==> src/rtl/wishbone_master_bridge.sv <==
// ---------------------------------------------------------------------------
// wishbone_master_bridge
//
// Turns each request the memory controller holds on its WB-side port into a
// single Wishbone classic read or write cycle. The core is stalled through
// wbBusy until the slave acks, the slave signals an error, or the optional
// timeout expires. A completion cycle then presents the read data.
//
// Ports
//   clk, rst_n        : clock (rising edge), asynchronous active-low reset
//   wbAddress  [27:0] : byte address offset from the controller
//   wbByteSelect [3:0]: byte lane enables
//   wbWriteEnable     : write request, held until wbBusy falls
//   wbReadEnable      : read request, held until wbBusy falls
//   wbDataWrite [31:0]: write data
//   wbDataRead [31:0] : registered read data (all ones after an error)
//   wbBusy            : core stall (combinational)
//   busError          : one-cycle pulse when a transaction ends in error
//   wb_cyc_o, wb_stb_o, wb_we_o, wb_sel_o, wb_adr_o, wb_data_o : bus outputs
//   wb_data_i, wb_ack_i, wb_err_i                               : bus inputs
// ---------------------------------------------------------------------------
module wishbone_master_bridge #(
    parameter logic [3:0]  ADDRESS_PREFIX = 4'b0001,
    parameter int unsigned TIMEOUT_CYCLES = 255
) (
    input  logic        clk,
    input  logic        rst_n,
    input  logic [27:0] wbAddress,
    input  logic [3:0]  wbByteSelect,
    input  logic        wbWriteEnable,
    input  logic        wbReadEnable,
    input  logic [31:0] wbDataWrite,
    output logic [31:0] wbDataRead,
    output logic        wbBusy,
    output logic        busError,
    output logic        wb_cyc_o,
    output logic        wb_stb_o,
    output logic        wb_we_o,
    output logic [3:0]  wb_sel_o,
    output logic [31:0] wb_adr_o,
    output logic [31:0] wb_data_o,
    input  logic [31:0] wb_data_i,
    input  logic        wb_ack_i,
    input  logic        wb_err_i
);

    // The counter only has to reach TIMEOUT_CYCLES-1.
    localparam int unsigned CNT_W    = (TIMEOUT_CYCLES > 2) ? $clog2(TIMEOUT_CYCLES) : 1;
    localparam int unsigned LAST_INT = (TIMEOUT_CYCLES > 0) ? TIMEOUT_CYCLES - 1 : 0;
    localparam logic [CNT_W-1:0] CNT_LAST = CNT_W'(LAST_INT);

    typedef enum logic [1:0] {
        ST_IDLE     = 2'd0,
        ST_ACTIVE   = 2'd1,
        ST_COMPLETE = 2'd2
    } state_t;

    state_t            state_reg;
    logic [CNT_W-1:0]  cnt_reg;
    logic              timeout_hit;

    // Counter starts at 0 in the first ACTIVE cycle, so the bus cycle lasts
    // exactly TIMEOUT_CYCLES cycles before it is abandoned.
    assign timeout_hit = (TIMEOUT_CYCLES != 0) && (cnt_reg == CNT_LAST);

    assign wbBusy = ((state_reg == ST_IDLE) && (wbReadEnable || wbWriteEnable))
                  || (state_reg == ST_ACTIVE);

    always_ff @(posedge clk or negedge rst_n) begin
        if (!rst_n) begin
            state_reg  <= ST_IDLE;
            cnt_reg    <= '0;
            wb_cyc_o   <= 1'b0;
            wb_stb_o   <= 1'b0;
            wb_we_o    <= 1'b0;
            wb_sel_o   <= 4'h0;
            wb_adr_o   <= 32'h0;
            wb_data_o  <= 32'h0;
            wbDataRead <= 32'h0;
            busError   <= 1'b0;
        end else begin
            // busError is a pulse: only the transition into COMPLETE sets it.
            busError <= 1'b0;
            case (state_reg)
                ST_IDLE: begin
                    cnt_reg <= '0;
                    if (wbWriteEnable || wbReadEnable) begin
                        wb_adr_o  <= {ADDRESS_PREFIX, wbAddress};
                        wb_sel_o  <= wbByteSelect;
                        wb_data_o <= wbDataWrite;
                        wb_we_o   <= wbWriteEnable;   // write wins over read
                        wb_cyc_o  <= 1'b1;
                        wb_stb_o  <= 1'b1;
                        state_reg <= ST_ACTIVE;
                    end
                end
                ST_ACTIVE: begin
                    cnt_reg <= cnt_reg + 1'b1;
                    // Error beats ack; ack on the last timeout cycle beats timeout.
                    if (wb_err_i || (!wb_ack_i && timeout_hit)) begin
                        wbDataRead <= 32'hFFFF_FFFF;
                        busError   <= 1'b1;
                        wb_cyc_o   <= 1'b0;
                        wb_stb_o   <= 1'b0;
                        state_reg  <= ST_COMPLETE;
                    end else if (wb_ack_i) begin
                        if (!wb_we_o) begin
                            wbDataRead <= wb_data_i;
                        end
                        wb_cyc_o  <= 1'b0;
                        wb_stb_o  <= 1'b0;
                        state_reg <= ST_COMPLETE;
                    end
                end
                ST_COMPLETE: begin
                    cnt_reg   <= '0;
                    state_reg <= ST_IDLE;
                end
                default: begin
                    cnt_reg   <= '0;
                    wb_cyc_o  <= 1'b0;
                    wb_stb_o  <= 1'b0;
                    state_reg <= ST_IDLE;
                end
            endcase
        end
    end

endmodule

==> config.mk <==
export PLATFORM = sky130hd
export DESIGN_NAME = wishbone_master_bridge
export DESIGN_NICKNAME = d
export VERILOG_FILES = /design/src/rtl/wishbone_master_bridge.sv
export SDC_FILE = /design/constraint.sdc
export NUM_CORES = 1
export LEC_CHECK = 0
export CORE_ASPECT_RATIO = 0.8
export CORE_MARGIN = 2
export CORE_UTILIZATION = 30
export DETAILED_ROUTE_END_ITERATION = 10
export PLACE_DENSITY_LB_ADDON = 0.12
export SETUP_SLACK_MARGIN = 0.05
export SLEW_MARGIN = 10
export SYNTH_ARGS = -nofsm -noshare
export SYNTH_HDL_FRONTEND = slang
export SYNTH_SLANG_ARGS = --single-unit
==> constraint.sdc <==
create_clock -name clk -period 2.8 [get_ports clk]
set_input_delay 0.84 -clock clk [delete_from_list [all_inputs] [get_ports clk]]
set_output_delay 0.84 -clock clk [all_outputs]
set_load 0.03 [all_outputs]
==> results_tabular.tex, run 1 <==
\begin{tabular}{lr}
\hline
Metric & Value \\
\hline
\multicolumn{2}{l}{\textbf{Status}} \\
Run status & complete, no violations \\
\multicolumn{2}{l}{\textbf{Drt}} \\
DR vias/cell & 4.69 \\
Remaining DRCs & 0 \\
Mean routed wirelength per cell & 16.7 um \\
Residual antenna-violating net count after detailed routing & 0 \\
Iteration count of the initial detailed-routing pass & 4 \\
Drt initial violations & 111 \\
Total number of vias & 3742 \\
Final routed wirelength across all metal layers & 13300 um \\
\multicolumn{2}{l}{\textbf{Floorplan}} \\
Die height & 120 um \\
Die area & 18000 um\^{}2 \\
I/O pin cnt & 207 \\
Rows & 42 \\
Placeable core area & 16600 um\^{}2 \\
DIE WIDTH & 149 um \\
Initial Utilization & 0.307 \\
\multicolumn{2}{l}{\textbf{Layout}} \\
Multi-input gate area in the final layout & 2060 um\^{}2 \\
Fin nets & 677 \\
Filler cells & 1516 \\
Final core utilization & 0.458 \\
Sequential cell area in the final layout & 2750 um\^{}2 \\
Share of final-layout standard cells stronger than drive strength 1 & 0.218 \\
Registers with the most flip-flops & wbDataRead: 32 flops, wb\_data\_o: 32 flops, wb\_adr\_o: 29 flops \\
Final non-filler cell total & 798 \\
Antenna fix cells & 0 \\
Post-synthesis to final-layout area growth & 49.3\% \\
\multicolumn{2}{l}{\textbf{Placement}} \\
Cells after DPL & 782 \\
HPWL Detailed & 8820 um \\
Number of I/O port buffers & 203 \\
Final GP Congestion & 0.711 \\
\multicolumn{2}{l}{\textbf{Global route}} \\
Pin count of the biggest net entering global routing & 111 \\
Wire length of the first global-routing pass & 21100 um \\
Overall Global Routing Usage & 0.151 \\
Number of antenna violations at the first check in global routing & 0 \\
Grt total ovfl & 0 \\
Vias in the first global route & 3954 \\
\multicolumn{2}{l}{\textbf{Synth}} \\
Yosys reg bits & 110 \\
Count of distinct cell types in the synthesized netlist & 37 \\
Multiplexer share of the synthesized area & 0.194 \\
Cell count after synthesis & 379 \\
Number of enable flip-flop cells after synthesis & 0 \\
Sequential area share after synthesis & 0.542 \\
Asr flop ratio synth & 1.00 \\
Adder-Cell Fraction of Synth Area & 0.00493 \\
Most frequent cells after synthesis & dfrtp\_1 (110), mux2\_4 (60), nor2\_1 (35) \\
Synthesized cell area & 5080 um\^{}2 \\
Share of the synthesized area in the top cell type & 0.542 \\
Cell types occupying the most area after synthesis & dfrtp\_1 (54\%), mux2\_4 (18\%), o32ai\_1 (4.8\%), a211oi\_1 (4.1\%), or2\_2 (3.5\%) \\
Dominant register cell in the synthesized netlist & dfrtp\_1 \\
Number of synthesis warnings & 0 \\
Combinational family with the most area after synthesis & multiplexers \\
Synthesized area per cell & 13.4 um\^{}2 \\
Cell type with the highest aggregate area in the netlist & dfrtp\_1 \\
Simple logic cell fraction of the synthesized area & 0.0875 \\
Xor/xnor cell area share of the yosys netlist & 0.00518 \\
Synthesized-area fraction occupied by ao, oa, aoi and oai cells & 0.108 \\
Most frequent cell after synthesis & dfrtp\_1 \\
\multicolumn{2}{l}{\textbf{CTS}} \\
Post-CTS Hold Fix Bufs & 0 \\
Root Driver & clkbuf\_16 \\
CTS tree & yes \\
Register clock-pin slew on the reported worst setup and hold paths & 0.07 ns \\
Max H-tree Level & 3 \\
Maximum count of clock buffers along a single path & 2 \\
CTS sink cnt & 110 \\
Total clock buffers created by CTS & 9 \\
Clock Latency Late Sink & 0.35 ns \\
\multicolumn{2}{l}{\textbf{Power}} \\
Sequential share of power & 0.297 \\
Highest ir drop seen on vdd & 594 uV \\
Proportion of power drawn by the clock network & 0.148 \\
P per Cell Area & 1270 nW/um\^{}2 \\
Switching power summed over all nets & 0.00387 W \\
Comb pwr share & 0.555 \\
Internal power of the cells & 0.00578 W \\
Switching power share of the total & 0.401 \\
Static power due to leakage & 3.15 nW \\
\multicolumn{2}{l}{\textbf{Critical path}} \\
Type of element capturing the critical path & output port \\
Critical-path cell list & or2b\_1 > nand2\_1 > buf\_6 \\
Critical Path RT & 1.96 ns \\
Maximum net fanout on the critical path & 15 \\
Startpoint type of the worst setup path & register \\
Signal arrival time at the worst endpoint & 1.58 ns \\
Stage delay of the slowest cell on the critical path & 0.49 ns \\
Crit Path Category & reg -> out \\
Slowest library cell on the worst path & or2b\_1 \\
\multicolumn{2}{l}{\textbf{STA}} \\
Least-Margin Pin Slew & 1.19 ns \\
Min Tclk post-route & 2.42 ns \\
Setup TNS & 0 ns \\
Final hold violations & 0 \\
Final worst clock skew & 0.00573 ns \\
Worst slew margin & 0.205 \\
Final period util & 0.863 \\
Setup violations, final & 0 \\
Max Slew Vio Count & 0 \\
Fmax & 414 MHz \\
Setup repair after global routing missed its margin & no \\
Final hold slack & 0.485 ns \\
\multicolumn{2}{l}{\textbf{Flow run}} \\
Maximum Capacitance Violations & 0 \\
\multicolumn{2}{l}{\textbf{Min path}} \\
Worst min-delay path class & reg -> reg \\
\hline
\end{tabular}
-- placed cells by master, fill, tap and decap left out, types with 5 or more instances in the layout --
master / synthesis / layout
clkdlybuf4s50_1: 0 / 199
nor2_1: 35 / 35
clkbuf_16: 0 / 9
dfrtp_1: 110 / 110
nand3_1: 5 / 5
a211oi_1: 28 / 28
o32ai_1: 28 / 28
mux2_4: 60 / 60
or2_2: 28 / 28
o21ai_0: 10 / 9
buf_4: 6 / 11
-- power groups by stage --
stage	Combinational, W	Clock (W)	Sequential (W)
final	0.00536	0.00143	0.00286
after CTS	0.00541	0.00149	0.00287
after global placement	0.00538	0	0.00285
after detailed placement	0.00540	0	0.00286
after global routing	0.00568	0.00155	0.00298
after floorplan	0.00205	0	0.00426
-- layer usage --
metal,track usage,vias up,share of wire
li1,-,1743,-
met1,0.200,1806,0.45
met2,0.218,179,0.42
met3,0.0770,14,0.12
met4,0.0357,0,0.011
met5,0,-,0
-- cell type report --
class	count	area share
sequential	110	0.363
timing repair buffer	215	0.284
multi-input combinational	234	0.271
tap	220	0.0363
clock buffer	10	0.0315
clock inverter	6	0.0122
inverter	3	0.00149
-- what timing repair did --
| action | in CTS | in global routing |
|---|---|---|
| setup buffers | 0 | 0 |
| endpoints found under the setup margin | 0 | 1 |
| resized for setup | 0 | 5 |
-- worst max-delay path, delay by kind of cell, from the launching register on --
kind,cells,cell delay [ns]
flip-flops,1,0.42
buffers and inverters,1,0.17
AND/OR/NAND/NOR,2,0.62
-- logic make-up (layout without fill, tap and decap cells) --
| kind of cell | count (synthesis) | count (layout) |
|---|---|---|
| compound gates | 73 | 73 |
| xor+xnor | 3 | 3 |
| fa+ha+maj | 2 | 2 |
| buf+inv | 37 | 234 |
| flops | 110 | 110 |
| mux | 68 | 68 |
| other cells | 1 | 3 |
| simple gates | 85 | 85 |
-- path summary, 6_finish.rpt --
check,start,endpoint,slack (ns),depth (start not counted)
min reg2reg,wb_adr_o[28]$_DFFE_PN0P_,wb_adr_o[28]$_DFFE_PN0P_,0.49,1
max,state_reg[0]$_DFFE_PN0P_,wbBusy,0.38,3
max reg2reg,wb_we_o$_DFFE_PN0P_,wbDataRead[23]$_DFFE_PN0P_,1.09,3
min,wb_adr_o[28]$_DFFE_PN0P_,wb_adr_o[28]$_DFFE_PN0P_,0.49,1
max in group asynchronous,rst_n,wb_adr_o[4]$_DFFE_PN0P_,1.79,2
min in group asynchronous,rst_n,wbDataRead[10]$_DFFE_PN0P_,0.57,2
-- stage by stage --
| stage | worst slack, ns | power (W) | instance area [um^2] |
|---|---|---|---|
| floorplan | 0.592 | 0.00632 | 5080 |
| global route | 0.215 | 0.0102 | 7580 |
| CTS | 0.0764 | 0.00977 | 7570 |
| finish | 0.385 | 0.00965 | 7580 |
| detailed placement | 0.0627 | 0.00826 | 7230 |
| global placement | 0.0390 | 0.00823 | 7230 |
No activity file was read; power rests on OpenSTA's default activity.
==> inputs of run 2 (changes only) <==
--- a/config.mk
+++ b/config.mk
@@ -9,8 +9,9 @@
 export CORE_MARGIN = 2
 export CORE_UTILIZATION = 30
 export DETAILED_ROUTE_END_ITERATION = 10
+export HOLD_SLACK_MARGIN = 0.1
 export PLACE_DENSITY_LB_ADDON = 0.12
-export SETUP_SLACK_MARGIN = 0.05
+export SETUP_SLACK_MARGIN = 0.5
 export SLEW_MARGIN = 10
 export SYNTH_ARGS = -nofsm -noshare
 export SYNTH_HDL_FRONTEND = slang
==> results_tabular.tex, run 2 (same netlist as run 1, synthesis figures left out) <==
\begin{tabular}{lr}
\hline
Metric & Value \\
\hline
\multicolumn{2}{l}{\textbf{CTS}} \\
Total clock buffers created by CTS & 9 (unchanged) \\
CTS tree & yes \\
Maximum count of clock buffers along a single path & 2 (unchanged) \\
Clock Latency Late Sink & 0.35 ns (about the same) \\
Root Driver & clkbuf\_16 \\
CTS sink cnt & 110 (unchanged) \\
Register clock-pin slew on the reported worst setup and hold paths & 0.07 ns (about the same) \\
Max H-tree Level & 3 (unchanged) \\
Post-CTS Hold Fix Bufs & 0 (unchanged) \\
\multicolumn{2}{l}{\textbf{Floorplan}} \\
I/O pin cnt & 207 (unchanged) \\
Rows & 42 (unchanged) \\
Die height & 120 um (unchanged) \\
DIE WIDTH & 149 um (unchanged) \\
Initial Utilization & 0.307 (unchanged) \\
Die area & 18000 um\^{}2 (unchanged) \\
Placeable core area & 16600 um\^{}2 (unchanged) \\
\multicolumn{2}{l}{\textbf{Drt}} \\
Iteration count of the initial detailed-routing pass & 4 (unchanged) \\
Residual antenna-violating net count after detailed routing & 0 (unchanged) \\
Mean routed wirelength per cell & 16.7 um (about the same) \\
DR vias/cell & 4.65 (-0.79\%) \\
Total number of vias & 3717 (-0.67\%) \\
Final routed wirelength across all metal layers & 13300 um (+0.14\%) \\
Drt initial violations & 120 (+8.1\%) \\
Remaining DRCs & 0 (unchanged) \\
\multicolumn{2}{l}{\textbf{Min path}} \\
Worst Hold Path Cells & 1 (unchanged) \\
Worst min-delay path class & reg -> reg \\
\multicolumn{2}{l}{\textbf{Critical path}} \\
Signal arrival time at the worst endpoint & 1.42 ns (-0.16 ns) \\
Startpoint type of the worst setup path & input pin \\
Path depth of the worst reg2reg path & 4 (+1) \\
R2r setup slk & 1.11 ns (+0.02 ns) \\
Critical Path RT & 1.96 ns (about the same) \\
Critical-path cell list & buf\_4 > o21ai\_2 > buf\_6 > nand2\_4 > buf\_6 \\
Type of element capturing the critical path & output port \\
Worst path buffer plus inverter count & 3 (+2) \\
Crit Path Category & in -> out \\
Stage delay of the slowest cell on the critical path & 0.14 ns (-0.35 ns) \\
Logic depth of the worst path, buffers included & 5 (+2) \\
Slowest library cell on the worst path & o21ai\_2 \\
CP top delay family & buffers and inverters \\
Maximum net fanout on the critical path & 3 (-12) \\
Cell occurring most often along the worst timing path & buf\_6 \\
\multicolumn{2}{l}{\textbf{Layout}} \\
Registers with the most flip-flops & wbDataRead: 32 flops, wb\_data\_o: 32 flops, wb\_adr\_o: 29 flops \\
Filler cells & 1493 (-1.5\%) \\
Most used cells in the layout excluding fill and tap cells & clkdlybuf4s50\_1 (163), dfrtp\_1 (108), mux2\_4 (60) \\
Final instance area & 7680 um\^{}2 (+1.4\%) \\
Post-synthesis to final-layout area growth & 51.4\% \\
Antenna fix cells & 0 (unchanged) \\
Share of final-layout standard cells stronger than drive strength 1 & 0.230 (+0.0117) \\
Most common library cell in the layout ignoring fill and taps & clkdlybuf4s50\_1 \\
Fin nets & 678 (+0.15\%) \\
\multicolumn{2}{l}{\textbf{Flow run}} \\
Maximum Capacitance Violations & 0 (unchanged) \\
\multicolumn{2}{l}{\textbf{Placement}} \\
Total placed instance area & 7230 um\^{}2 (unchanged) \\
Number of I/O port buffers & 203 (unchanged) \\
Final GP Congestion & 0.711 (unchanged) \\
Pre-CTS setup slack & 0.0627 ns (unchanged) \\
HPWL Detailed & 8820 um (unchanged) \\
\multicolumn{2}{l}{\textbf{STA}} \\
Final hold slack & 0.482 ns (-0.00340 ns) \\
Least-Margin Pin Slew & 0.678 ns (-0.509 ns) \\
Final worst clock skew & 0.00545 ns (-0.000286 ns) \\
Setup violations, final & 0 (unchanged) \\
Min Tclk post-route & 2.26 ns (-0.159 ns) \\
Least setup slack across all paths after layout & 0.543 ns (+0.159 ns) \\
Fmax & 443 MHz (+7.0\%) \\
Setup TNS & 0 ns (unchanged) \\
Final hold violations & 0 (unchanged) \\
Worst slew margin & 0.547 (+0.342) \\
Max Slew Vio Count & 0 (unchanged) \\
Setup repair after global routing missed its margin & no \\
Final period util & 0.806 (-0.0567) \\
\multicolumn{2}{l}{\textbf{Power}} \\
Comb pwr share & 0.556 (about the same) \\
Proportion of power drawn by the clock network & 0.148 (about the same) \\
P per Cell Area & 1260 nW/um\^{}2 (-1.4\%) \\
Static power due to leakage & 3.43 nW (+8.7\%) \\
Total power consumption of the routed design & 0.00965 W (about the same) \\
Internal power of the cells & 0.00577 W (-0.18\%) \\
Switching power share of the total & 0.402 (+0.000987) \\
Sequential share of power & 0.296 (about the same) \\
Highest ir drop seen on vdd & 594 uV (about the same) \\
Switching power summed over all nets & 0.00388 W (+0.23\%) \\
\multicolumn{2}{l}{\textbf{Global route}} \\
Overall Global Routing Usage & 0.151 (+0.000244) \\
Grt total ovfl & 0 (unchanged) \\
Pin count of the biggest net entering global routing & 111 (unchanged) \\
Wire length of the first global-routing pass & 21200 um (+0.17\%) \\
Number of antenna violations at the first check in global routing & 0 (unchanged) \\
Vias in the first global route & 3953 (-0.025\%) \\
\multicolumn{2}{l}{\textbf{Status}} \\
Run status & complete, no violations \\
\hline
\end{tabular}
## run 2: changes by cell type in the layout (fill, tap and decap cells not counted), moves of 2 or more
| cell | before | now |
|---|---|---|
| dfrtp_1 | 110 | 108 |
| clkdlybuf4s50_1 | 199 | 163 |
| dlymetal6s2s_1 | 2 | 34 |
| dlygate4sd2_1 | 0 | 2 |
| dfrtp_2 | 0 | 2 |
## run 2: worst paths after layout
| kind | end | start |
|---|---|---|
| min in group asynchronous | wbDataRead[14]$_DFFE_PN0P_ | rst_n |
| max in group asynchronous | wb_adr_o[4]$_DFFE_PN0P_ | rst_n |
| hold / removal | wb_adr_o[28]$_DFFE_PN0P_ | wb_adr_o[28]$_DFFE_PN0P_ |
| hold reg to reg | wb_adr_o[28]$_DFFE_PN0P_ | wb_adr_o[28]$_DFFE_PN0P_ |
| setup / recovery | wbBusy | wbReadEnable |
| setup reg to reg | wbDataRead[23]$_DFFE_PN0P_ | cnt_reg[2]$_DFF_PN0_ |
## run 2: power by group through the flow
stage	sequential [W]	clock, W	combinational, W
2_1_floorplan	0.00426	0	0.00205
3_3_place_gp	0.00285	0	0.00538
3_5_place_dp	0.00286	0	0.00540
4_1_cts	0.00287	0.00149	0.00543
5_1_grt	0.00297	0.00155	0.00567
6_report	0.00286	0.00143	0.00536
## run 2: metal layers
metal | vias to the layer above | GRT usage | wire [um]
met1 | 1793 | 0.201 | 6090
li1 | 1747 | - | -
met3 | 6 | 0.0770 | 1490
met5 | - | 0 | 0
met4 | 0 | 0.0357 | 112
met2 | 171 | 0.218 | 5650
## run 2: what timing repair did
item                                   in CTS  in global routing
setup endpoints to repair                  32                 63
endpoints found under the hold margin       0                  0
gates resized for setup                    12                 45
setup buffers                               1                  0
pin swaps                                   1                  2
## run 2: through the flow
step | std cells | util
after floorplan | 381 | -
after global placement | 782 | 0.437
after detailed placement | 782 | 0.437
after CTS | 799 | 0.457
after global routing | 799 | 0.464
final | 799 | 0.464
## run 2: final cells by class
type	instances	area, um^2	share of cell area
flip-flops and latches	110	2760	0.359
repair buffers	216	2230	0.291
multi-input cells	234	2080	0.270
well taps	220	275	0.0358
clock buffers	10	239	0.0311
clock inverters	6	92.6	0.0121
inverters	3	11.3	0.00147
## run 2: worst reg2reg max path: stages, from the launching register on
cell	delay (ns)
dfrtp_1	0.44
and4_1	0.60
buf_4	0.33
a211oi_1	0.11
nor2_1	0.14
==> edit 1, RTL diff (settings of run 1) <==
Reset style: synchronous (`rst_n`), changed in one clocked block. Comments in the files are not updated.
--- a/src/rtl/wishbone_master_bridge.sv
+++ b/src/rtl/wishbone_master_bridge.sv
@@ -66,7 +66,7 @@
     assign wbBusy = ((state_reg == ST_IDLE) && (wbReadEnable || wbWriteEnable))
                   || (state_reg == ST_ACTIVE);
 
-    always_ff @(posedge clk or negedge rst_n) begin
+    always_ff @(posedge clk) begin
         if (!rst_n) begin
             state_reg  <= ST_IDLE;
             cnt_reg    <= '0;
Formal check against the unedited RTL: differs if rst_n is asserted again (counterexample within 4 cycles, from zero or initial values and one cycle with rst_n low); with rst_n held inactive, the same outputs for 4 cycles.
==> edit 1 against run 1 <==
Design area is 4.6% lower. Setup slack worse by 310 ps. Utilization increased by 0.29 points. Routed wire length grew 17%. Clock skew grew 1.9 ps. Synthesized area is 5.8% lower. Largest cell class is now multi-input combinational cells. Critical path type is now input port to output port. Register-to-register slack lost 140 ps. Sequential cell count did not move.
Power is not compared: it rests on default switching activity, and its combinational part moved more than twofold at a synthesized area within 25%.
==> edit 1: results (changes against run 1) <==
detailed_routing:
  drt-initial-drc-count: 208  # was 111
  vias: 4769  # was 3742
  drt-total-wl_mm: 15.6  # was 13.3 mm
  first_pass_iters: 4  # unchanged
critical_path:
  worstPathArrival_ps: 1890  # was 1580 ps
  cp_slowest_cell: "clkdlybuf4s50_1"  # was or2b_1
  cp_slowest_stage_delay_ps: 430  # was 490 ps
  cp_max_fo: 2  # was 15
synth:
  seq_area_frac_synth: 0.460  # was 0.542
  ys.flop_type: "dfxtp_1"  # was dfrtp_1
  yosys-top-cells-area: "dfxtp_1 46%, o21ai_0 11%, a2111oi_2 9.1%"  # was dfrtp_1 54%, mux2_4 18%, o32ai_1 4.8%
  synth_cell_types: 32  # was 37
  synth_commonest_cells: "110 x dfxtp_1, 101 x o21ai_0, 71 x a21oi_1"  # was 110 x dfrtp_1, 60 x mux2_4, 35 x nor2_1
  yosys_warnings: 0  # unchanged
  async_flop_share: 0  # was 1.00
place:
  io_buffers: 203  # unchanged
  gp_congestion: 0.756  # was 0.711
  post-dp-hpwl_mm: 10.0  # was 8.82 mm
grt:
  grt_pass1_vias: 4429  # was 3954
  track_usage: 0.172  # was 0.151
  antenna_found_initial: 0  # unchanged
  grt_max_degree: 68  # was 111
  grt_first_pass_wirelength_mm: 23.5  # was 21.1 mm
sta:
  fin_skew_ps: 7.65  # was 5.73 ps
  slew_headroom: 0.514  # was 0.205
  tns_ps: 0  # unchanged
clocking:
  cts-resized-gates: 2  # was 0
  clock_path_buffers: 2  # unchanged
  cts_setup_buffers: 0  # unchanged
  htreeDepth: 3  # unchanged
  cts.clk_slew.worst_paths_ps: 70  # about the same
  cts_made_buffers: 9  # unchanged
  clock_latency_ps: 350  # about the same
  cts_root_buffer: "clkbuf_16"  # unchanged
pwr:
  clockPowerShare: 0.309
  ir_drop_mv: 0.337
  seqPwrFrac: 0.420
  switching_share: 0.313
  power_leakage_uw: 0.00244
outcome:
  outcome: "finished, final reports clean"  # unchanged
min_path:
  hp-class: "flop to flop"  # unchanged
final_layout:
  n_antenna_cell: 0  # unchanged
  reg_top3: "wbDataRead (32), wb_data_o (32), wb_adr_o (29)"  # unchanged
  nNetsFinal: 821  # was 677
  drive_gt1_frac: 0.0956  # was 0.218
## edit 1: critical path: cells and delay by family
| kind | cells | cell delay [ps] |
|---|---|---|
| simple gates | 1 | 280 |
| buf+inv | 2 | 570 |
| compound gates | 1 | 200 |
## edit 1: path summary, 6_finish.rpt
path | slack (ps) | end | cells after the start | startpoint
hold / removal | 470 | wb_data_o[29] | 2 | wb_data_o[29]
hold reg to reg | 470 | wb_data_o[29] | 2 | wb_data_o[29]
setup / recovery | 70 | wbBusy | 4 | wbReadEnable
setup reg to reg | 950 | wbDataRead[12] | 4 | cnt_reg[3]
## edit 1: kinds of logic after synthesis
logic type / count (synthesis) / share of synthesized area
xor+xnor: 3 / 0.00550
fa+ha+maj: 2 / 0.00523
compound gates: 208 / 0.283
simple gates: 158 / 0.169
flops: 110 / 0.460
other cells: 1 / 0.000784
buf+inv: 72 / 0.0761
## edit 1: cell type report
class	instances	area, um2
well taps	215	269
clock inverters	5	56.3
flip-flops and latches	110	2200
inverters	4	15.0
repair buffers	218	2200
multi-input cells	374	2240
fillers	1528	8470
clock buffers	11	243
## edit 1: stage by stage
step / setup slack [ps] / hold WS [ps] / power [uW] / cells / instance area, um2
floorplan: 202 / 430 / 2450 / 556 / 4790
global placement: -5.19 / 444 / 2960 / 921 / 6930
detailed placement: -19.7 / 458 / 2970 / 921 / 6930
CTS: 68.0 / 474 / 4310 / 937 / 7230
global route: 57.0 / 499 / 4440 / 937 / 7230
finish: 74.9 / 473 / 4240 / 937 / 7230
## edit 1: layer usage
| metal | share of wire | vias to the layer above | global-route usage |
|---|---|---|---|
| li1 | - | 2357 | - |
| met1 | 0.45 | 2291 | 0.217 |
| met2 | 0.48 | 108 | 0.290 |
| met3 | 0.058 | 13 | 0.0550 |
| met4 | 0.0098 | 0 | 0.0418 |
| met5 | 0 | - | 0 |
==> edit 2, RTL diff (flow settings as in run 1) <==
Without the edit above. Change the parameter `TIMEOUT_CYCLES` from 255 to 510.
--- a/src/rtl/wishbone_master_bridge.sv
+++ b/src/rtl/wishbone_master_bridge.sv
@@ -21,7 +21,7 @@
 // ---------------------------------------------------------------------------
 module wishbone_master_bridge #(
     parameter logic [3:0]  ADDRESS_PREFIX = 4'b0001,
-    parameter int unsigned TIMEOUT_CYCLES = 255
+    parameter int unsigned TIMEOUT_CYCLES = 510
 ) (
     input  logic        clk,
     input  logic        rst_n,
Function: no difference found for any inputs over 4 cycles, from zero or initial values and one cycle with rst_n low; that may be too few to reach the edited logic, so the function may still have changed.
==> edit 2 against run 1 <==
Synthesized area fell by 9.7%. Total power down 9.1%. Sequential share of layout area up 3.2 points. Sequential cell count up 1. Global-route usage shrank 0.29 points. Setup slack worse by 210 ps. Design area decreased by 7.3%. Routed wire length fell by 11%. Hold slack lost 17 ps. Largest cell class unchanged. Largest power group unchanged.
==> edit 2: results (changes against run 1) <==
outcome:
  outcome: "finished, final reports clean"  # unchanged
grt:
  grtUsageMet1: 0.189  # was 0.200
  met2_usage: 0.227  # was 0.218
  use_met3: 0.0636  # was 0.0770
  grt_pass1_vias: 3470  # was 3954
  grt_first_pass_wirelength_mm: 18.5  # was 21.1 mm
  grt_max_degree: 65  # was 111
pwr:
  p_int_uw: 5180  # was 5780 uW
  ir_drop_mv: 0.509  # was 0.594 mV
  power_leakage_uw: 0.00280  # was 0.00315 uW
final_layout:
  nNetsFinal: 650  # was 677
  finalNonFillerCells: 737  # was 798
synth:
  seq_area_frac_synth: 0.606  # was 0.542
  syn_avg_cell_area_um2: 13.2  # was 13.4 um2
  synth_commonest_cells: "111 x dfrtp_1, 64 x mux2_2, 35 x nor2_1"  # was 110 x dfrtp_1, 60 x mux2_4, 35 x nor2_1
  yosys-top-cells-area: "dfrtp_1 61%, mux2_2 16%, o32ai_1 5.3%"  # was dfrtp_1 54%, mux2_4 18%, o32ai_1 4.8%
  synth_cell_types: 37  # unchanged
place:
  gp_congestion: 0.733  # was 0.711
  dpl.cell_count: 724  # was 782
  dpl_cell_area_um2: 6770  # was 7230 um2
  post-dp-hpwl_mm: 8.51  # was 8.82 mm
sta:
  tightest_slew_ps: 571  # was 1190 ps
  fin_skew_ps: 6.23  # was 5.73 ps
detailed_routing:
  wl_met1_mm: 5.13  # was 6.02 mm
  routed_via_density: 4.75  # was 4.69
  wl_met2_mm: 5.57  # was 5.62 mm
critical_path:
  worstPathArrival_ps: 1790  # was 1580 ps
==> edit 2: worst max-delay path, stage by stage <==
cell and delay (ps):
clkdlybuf4s50_1 450, o21ai_2 190, nand2_1 120, buf_12 190
==> edit 2: worst paths after layout <==
check / start / endpoint / slack, ps / cells after the start
worst max-delay path: wbReadEnable / wbBusy / 170 / 4
worst max register to register: state_reg[0] / wb_data_o[4] / 1070 / 4
worst min register to register: wb_adr_o[28] / wb_adr_o[28] / 470 / 1
max in group asynchronous: rst_n / wb_data_o[8] / 1630 / 2
worst min-delay path: wb_adr_o[28] / wb_adr_o[28] / 470 / 1
min in group asynchronous: rst_n / wb_adr_o[25] / 480 / 1
==> edit 2: power by group through the flow <==
stage	sequential, uW	combinational (uW)	clock [uW]
2_1_floorplan	4220	1490	0
3_3_place_gp	2790	4830	0
3_5_place_dp	2830	4880	0
4_1_cts	2810	4890	1210
5_1_grt	2900	5110	1280
6_report	2800	4830	1150
==> edit 2: cell families (layout without fill, tap and decap cells) <==
kind of cell             after synthesis  count (layout)  share of synthesized area
AO/OA/AOI/OAI                         76              76                      0.114
XOR/XNOR                               3               3                    0.00573
adder cells (fa/ha/maj)                2               2                    0.00546
buffers and inverters                 30             228                     0.0431
flip-flops                           111             111                      0.606
multiplexers                          68              68                      0.166
other                                  1               3                   0.000818
AND/OR/NAND/NOR                       57              57                     0.0592
==> edit 2: timing repair <==
action	4_1_cts	5_1_grt
endpoints found under the setup margin	1	1
hold buffers	0	0
hold endpoints to repair	0	0
gates resized for setup	1	1
gates cloned	0	0
==> edit 2: cell type report <==
cell class              count  area, um2
fillers                  1353       7940
flip-flops and latches    111       2780
repair buffers            212       2130
multi-input cells         209       1620
clock buffers              12        246
well taps                 189        236
inverters                   3       11.3
clock inverters             1       7.51
